**src/rtl/alu_issue_stage_pkg.sv**
```systemverilog
// Shared ALU control/op encodings and the issue-entry record used by the issue stage.
// Also consumed by the control unit that reuses the control decoder.
package alu_issue_stage_pkg;

  localparam int DATA_W = 32;

  localparam logic [3:0] CTL_AND = 4'b0000;
  localparam logic [3:0] CTL_OR  = 4'b0001;
  localparam logic [3:0] CTL_ADD = 4'b0010;
  localparam logic [3:0] CTL_SUB = 4'b0110;

  localparam logic [1:0] OP_AND = 2'b00;
  localparam logic [1:0] OP_OR  = 2'b01;
  localparam logic [1:0] OP_SUM = 2'b10;

  typedef struct packed {
    logic [DATA_W-1:0] a;
    logic [DATA_W-1:0] b;
    logic              binvert;
    logic              carryin;
    logic [1:0]        op;
  } issue_entry_t;

endpackage

```
**src/rtl/alu_issue_stage_if.sv**
```systemverilog
// Upstream instruction handshake plus downstream ALU-facing handshake of the issue stage.
// slave = the issue stage itself, master = whoever drives it.
interface alu_issue_stage_if #(
  parameter int W = 32
) ();
  logic         flush;
  logic         in_valid;
  logic         in_ready;
  logic [W-1:0] in_a;
  logic [W-1:0] in_b;
  logic [3:0]   in_ctl;
  logic         out_valid;
  logic         out_ready;
  logic [W-1:0] in1;
  logic [W-1:0] in2;
  logic         binvert;
  logic         carryin;
  logic [1:0]   op;
  logic         err_illegal;
  logic [1:0]   count;

  modport slave (
    input  flush, in_valid, in_a, in_b, in_ctl, out_ready,
    output in_ready, out_valid, in1, in2, binvert, carryin, op, err_illegal, count
  );

  modport master (
    output flush, in_valid, in_a, in_b, in_ctl, out_ready,
    input  in_ready, out_valid, in1, in2, binvert, carryin, op, err_illegal, count
  );
endinterface

```
**src/rtl/alu_issue_stage_alu_ctl_decode.sv**
```systemverilog
// Combinational 4-bit ALU control code -> {binvert, carryin, op, illegal}.
// Zero latency; no state, so no backpressure of its own.
module alu_ctl_decode
  import alu_issue_stage_pkg::*;
(
  input  logic [3:0] ctl,
  output logic       binvert,
  output logic       carryin,
  output logic [1:0] op,
  output logic       illegal
);

  always_comb begin
    binvert = 1'b0;
    carryin = 1'b0;
    op      = OP_AND;
    illegal = 1'b0;
    case (ctl)
      CTL_AND: op = OP_AND;
      CTL_OR:  op = OP_OR;
      CTL_ADD: op = OP_SUM;
      CTL_SUB: begin
        op      = OP_SUM;
        binvert = 1'b1;
        carryin = 1'b1;
      end
      default: illegal = 1'b1;
    endcase
  end

endmodule

```
**src/rtl/alu_issue_stage.sv**
```systemverilog
// Issue stage: decodes ALU control at push into a 2-entry registered FIFO; head visible the cycle after push.
// in_ready depends only on registered occupancy; head holds steady while out_ready is low.
module alu_issue_stage
  import alu_issue_stage_pkg::*;
#(
  parameter int DEPTH = 2,
  parameter int W     = DATA_W
) (
  input  logic              clk,
  input  logic              rst_n,
  alu_issue_stage_if.slave  bus
);

  localparam logic [1:0] FULL_CNT = 2'(DEPTH);

  issue_entry_t mem_q [2];
  issue_entry_t mem_d [2];
  issue_entry_t last_q, last_d;
  issue_entry_t head, new_entry;
  logic         wr_ptr_q, wr_ptr_d;
  logic         rd_ptr_q, rd_ptr_d;
  logic [1:0]   count_q, count_d;
  logic         err_q, err_d;
  logic         dec_binvert, dec_carryin, dec_illegal;
  logic [1:0]   dec_op;
  logic         push, store, pop;

  alu_ctl_decode u_decode (
    .ctl     (bus.in_ctl),
    .binvert (dec_binvert),
    .carryin (dec_carryin),
    .op      (dec_op),
    .illegal (dec_illegal)
  );

  assign bus.in_ready    = (count_q != FULL_CNT);
  assign bus.out_valid   = (count_q != 2'd0);
  assign bus.count       = count_q;
  assign bus.err_illegal = err_q;
  assign bus.in1         = head.a[W-1:0];
  assign bus.in2         = head.b[W-1:0];
  assign bus.binvert     = head.binvert;
  assign bus.carryin     = head.carryin;
  assign bus.op          = head.op;

  always_comb begin
    // When empty, the outputs keep showing whatever was last presented.
    head      = (count_q != 2'd0) ? mem_q[rd_ptr_q] : last_q;
    new_entry = '{a: bus.in_a, b: bus.in_b, binvert: dec_binvert,
                  carryin: dec_carryin, op: dec_op};
    push      = bus.in_valid && bus.in_ready;
    store     = push && !dec_illegal && !bus.flush;
    pop       = (count_q != 2'd0) && bus.out_ready;

    mem_d     = mem_q;
    wr_ptr_d  = wr_ptr_q;
    rd_ptr_d  = rd_ptr_q;
    count_d   = count_q;
    last_d    = head;
    err_d     = push && dec_illegal && !bus.flush;

    if (bus.flush) begin
      wr_ptr_d = 1'b0;
      rd_ptr_d = 1'b0;
      count_d  = 2'd0;
    end else begin
      if (store) begin
        mem_d[wr_ptr_q] = new_entry;
        wr_ptr_d        = ~wr_ptr_q;
      end
      if (pop) begin
        rd_ptr_d = ~rd_ptr_q;
      end
      count_d = count_q + {1'b0, store} - {1'b0, pop};
    end
  end

  always_ff @(posedge clk or negedge rst_n) begin
    if (!rst_n) begin
      for (int i = 0; i < 2; i++) begin
        mem_q[i] <= '0;
      end
      last_q   <= '0;
      wr_ptr_q <= 1'b0;
      rd_ptr_q <= 1'b0;
      count_q  <= 2'd0;
      err_q    <= 1'b0;
    end else begin
      mem_q    <= mem_d;
      last_q   <= last_d;
      wr_ptr_q <= wr_ptr_d;
      rd_ptr_q <= rd_ptr_d;
      count_q  <= count_d;
      err_q    <= err_d;
    end
  end

endmodule

```
**src/flat_wrapper.sv**
```systemverilog
// flat-port wrapper written by rule: the top's interface ports become plain ports
module alu_issue_stage_flat import alu_issue_stage_pkg::*;
#(
  parameter int DEPTH = 2,
  parameter int W     = DATA_W
)
  (clk, rst_n, bus_flush, bus_in_valid, bus_in_a, bus_in_b, bus_in_ctl, bus_out_ready, bus_in_ready, bus_out_valid, bus_in1, bus_in2, bus_binvert, bus_carryin, bus_op, bus_err_illegal, bus_count);
  alu_issue_stage_if #(.W(W)) bus_i ();
  input  logic clk;
  input  logic rst_n;
  input wire logic [$bits(bus_i.flush)-1:0] bus_flush;
  input wire logic [$bits(bus_i.in_valid)-1:0] bus_in_valid;
  input wire logic [$bits(bus_i.in_a)-1:0] bus_in_a;
  input wire logic [$bits(bus_i.in_b)-1:0] bus_in_b;
  input wire logic [$bits(bus_i.in_ctl)-1:0] bus_in_ctl;
  input wire logic [$bits(bus_i.out_ready)-1:0] bus_out_ready;
  output wire logic [$bits(bus_i.in_ready)-1:0] bus_in_ready;
  output wire logic [$bits(bus_i.out_valid)-1:0] bus_out_valid;
  output wire logic [$bits(bus_i.in1)-1:0] bus_in1;
  output wire logic [$bits(bus_i.in2)-1:0] bus_in2;
  output wire logic [$bits(bus_i.binvert)-1:0] bus_binvert;
  output wire logic [$bits(bus_i.carryin)-1:0] bus_carryin;
  output wire logic [$bits(bus_i.op)-1:0] bus_op;
  output wire logic [$bits(bus_i.err_illegal)-1:0] bus_err_illegal;
  output wire logic [$bits(bus_i.count)-1:0] bus_count;
  assign bus_i.flush = bus_flush;
  assign bus_i.in_valid = bus_in_valid;
  assign bus_i.in_a = bus_in_a;
  assign bus_i.in_b = bus_in_b;
  assign bus_i.in_ctl = bus_in_ctl;
  assign bus_i.out_ready = bus_out_ready;
  assign bus_in_ready = bus_i.in_ready;
  assign bus_out_valid = bus_i.out_valid;
  assign bus_in1 = bus_i.in1;
  assign bus_in2 = bus_i.in2;
  assign bus_binvert = bus_i.binvert;
  assign bus_carryin = bus_i.carryin;
  assign bus_op = bus_i.op;
  assign bus_err_illegal = bus_i.err_illegal;
  assign bus_count = bus_i.count;
  alu_issue_stage #(.DEPTH(DEPTH), .W(W)) u_core (.clk(clk), .rst_n(rst_n), .bus(bus_i));
endmodule
```
**config.mk**
```make
export PLATFORM = sky130hd
export DESIGN_NAME = alu_issue_stage_flat
export DESIGN_NICKNAME = d
export VERILOG_FILES = /design/src/rtl/alu_issue_stage_pkg.sv /design/src/rtl/alu_issue_stage_if.sv /design/src/rtl/alu_issue_stage_alu_ctl_decode.sv /design/src/rtl/alu_issue_stage.sv /design/src/flat_wrapper.sv
export SDC_FILE = /design/constraint.sdc
export NUM_CORES = 1
export LEC_CHECK = 0
export CORE_ASPECT_RATIO = 0.5
export CORE_MARGIN = 2
export CORE_UTILIZATION = 53
export DETAILED_ROUTE_END_ITERATION = 10
export HOLD_SLACK_MARGIN = 0.15
export MAX_ROUTING_LAYER = met4
export PLACE_DENSITY_LB_ADDON = 0.3
export SETUP_SLACK_MARGIN = 0.1
export SYNTH_ARGS = -nofsm -noshare
export SYNTH_HDL_FRONTEND = slang
export SYNTH_SLANG_ARGS = --single-unit
```
**constraint.sdc**
```tcl
create_clock -name clk -period 2.2 [get_ports clk]
set_input_delay 0.55 -clock clk [delete_from_list [all_inputs] [get_ports clk]]
set_output_delay 0.55 -clock clk [all_outputs]
set_load 0.02 [all_outputs]
```
==> results.md <==
- Period minus WS final: about 2.5 ns
- Cells after DPL: ~960
- Final Cycle Share: 1.129
- DIE WIDTH: 182.5 um
- I/O pins: ~150
- Syn-to-layout area delta: 54.36%
- Worst endpoint required time: 1.65 ns
- CTS root buffer: clkbuf_16
- CTS tree: built
- Synth cell types: 27
- Crit path kind: reg -> out
- Max_cap viols: 0
- Worst setup margin: -0.2845 ns
- Fin. Hold Viols: 0
- Most common cell after layout, fill and taps aside: dfrtp_1
- Register area share after synthesis: 0.6134
- Synthesized flop and latch total: between 200 and 250
- HP Class: reg -> reg
- CP max stage cell: dfrtp_1
- Worst Setup End Kind: primary output
- Synth warn: 0
- Most frequent cells in the layout: dfrtp_1 (206), mux2_2 (101), clkdlybuf4s50_1 (71), buf_6 (64), buf_4 (48)
- Fillers: ~740
- Critical Path, Cell by Cell: buf_6 > or2_4 > buf_8 > clkbuf_16 > a21oi_2 > buf_4
- WP buf/inv: 4
- Post-synth top area cell: dfrtp_1
- DRT Pass-1 Iters: 4
- Vias after detailed routing: 5751
- Post-synth top area share: 0.6134
- Slew Viols, Final: 0
- DR WL/cell: between 20 and 25 um
- Clock-pin slew on the worst setup and hold paths: about 0.070 ns
- Row count: 32
- CP Data Arrival Time: ~1.9 ns
- Finished Layout Cells: slightly above 1000
- Synth top area cells: dfrtp_1 (61%), mux2_2 (14%), mux2i_1 (7.9%), mux2_4 (5.3%), a21oi_1 (3.9%)
- I/O Buffers: 145
- DR vias/cell: between 5 and 6
- Syn_nets: 683
- Slew at the pin with the worst max-slew slack: 0.5077 ns
- Slew margin rel.: 0.6616
- Inserted Diodes: 0
- Initial drt markers: 219
- WL final: roughly 23000 um
- Mapped cell area: about 8400 sq um
- Vias in the first global route: roughly 6000
- Final GP Congestion: about 0.74
- Largest net degree at the start of global routing: between 50 and 60
- Die Y: roughly 93 um
- H-Tree Depth: 1
- Failing checks: setup timing
- Sink Count: around 210
- Total gr overflow: 0
- Max Clock Freq: 0.4025 GHz
- Unrepaired setup endpoints after global routing: true
- Initial antenna violation count: 0
- Synth Area per Inst: approximately 14 sq um
- Final setup vio count: 68
- Clock Skew: 0.008871 ns
- Critical path peak fanout: 5
- Total CTS buffers: 19
- CP startpoint kind: flip-flop
- Starting density of the core: 0.5450
- Hpwl dp: around 12000 um
- DRC: 0
- Mapped Cells: roughly 610
- Net count, final: around 900
- Crit-path max cell delay: between 0.4 and 0.5 ns
- Layout cell share with drive strength beyond 1: 0.5851
- Die area: 17020 sq um
- First-pass GRT wire length: between 30000 and 40000 um
- ANT nets after route: 0
- Status: complete, but fails checks
- GRT Total Usage: 0.2389
- Core Area: 15490 sq um
- CTS max path bufs: 3
- Clk_lat worst skew: 0.48 ns
- Critical path's top delay family: buffers and inverters
-- synthesized netlist by cell type, drive strengths merged --
master and number:
dfrtp 207, mux2 134, nor2 70, mux2i 67
a21oi 66, clkbuf 21, buf 17, inv 3
and2 2, ha 2, nor2b 2, o21a 2
or2 2, xnor2 2, a211o 1, a211oi 1
a311oi 1, nand2 1, nand2b 1, nand3b 1
nor3 1, nor3b 1, nor4b 1, or3 1
xor2 1
-- routing by layer --
metal | global-route usage | vias up | share of wire
met5 | - | - | 0
met4 | 0.04301 | 0 | 0.011
met3 | 0.04634 | 27 | 0.043
met2 | 0.4027 | 132 | 0.52
met1 | 0.3092 | 3040 | 0.42
li1 | - | 2552 | -
-- cell type report --
type                       instances  area, sq um  share of cell area
sequential                       207         5184              0.3977
inverter                           3        11.26           0.0008639
clock inverter                     3        15.01            0.001152
multi-input combinational        361         4217              0.3235
timing repair buffer             232         2774              0.2128
clock buffer                      28        579.3             0.04444
tap                              204        255.2             0.01958
-- registers in the layout, indices dropped and copies added, names as in the netlist --
register and count:
u_core.rd_ptr_q 1, u_core.last_q 68, u_core.wr_ptr_q 1, u_core.bus.count 2, u_core.bus.err_illegal 1, u_core.mem_q 134
-- cells by family after synthesis --
kind of cell / synth area share
adders and majority gates: 0.002963
buffers and inverters: 0.02371
and+or+nand+nor: 0.04149
xor gates and xnor gates: 0.003112
DFF: 0.6134
muxes: 0.2714
AOI/OAI and AO/OA: 0.04386
-- final timing paths --
check | slack, ns | cells past startpoint | to | startpoint
hold / removal | 0.51 | 1 | u_core.mem_q[74] | u_core.mem_q[74]
setup / recovery | -0.28 | 6 | bus_in2[20] | u_core.bus.count[0]
max in group asynchronous | 0.91 | 3 | u_core.last_q[63] | rst_n
setup reg to reg | 0.03 | 10 | u_core.bus.count[1] | u_core.bus.count[1]
min in group asynchronous | 0.61 | 2 | u_core.last_q[58] | rst_n
hold reg to reg | 0.51 | 1 | u_core.mem_q[74] | u_core.mem_q[74]
-- what timing repair did --
action                                 CTS  global route
endpoints found under the hold margin   52             0
resized for setup                      442           236
gates cloned                             6            13
hold buffers                             1             0
pin swaps                                3            37
setup buffers                            6            22
setup endpoints to repair               72            98
-- metrics by stage --
step / TNS, ns / worst slack (ns) / hold slack [ns] / util / cell area [sq um]
floorplan: 0 / 0.04657 / 0.2544 / - / 8524
global placement: -43.80 / -0.3093 / 0.4773 / 0.6831 / 10590
detailed placement: -47.39 / -0.3317 / 0.4822 / 0.6831 / 10590
CTS: -12.46 / -0.3052 / 0.5084 / 0.7461 / 11560
global route: -17.23 / -0.3292 / 0.5206 / 0.8412 / 13040
finish: -14.32 / -0.2845 / 0.5061 / 0.8412 / 13040
Power is not shown: default switching activity piles up to over one toggle a cycle in this logic, so the estimate is an artifact.
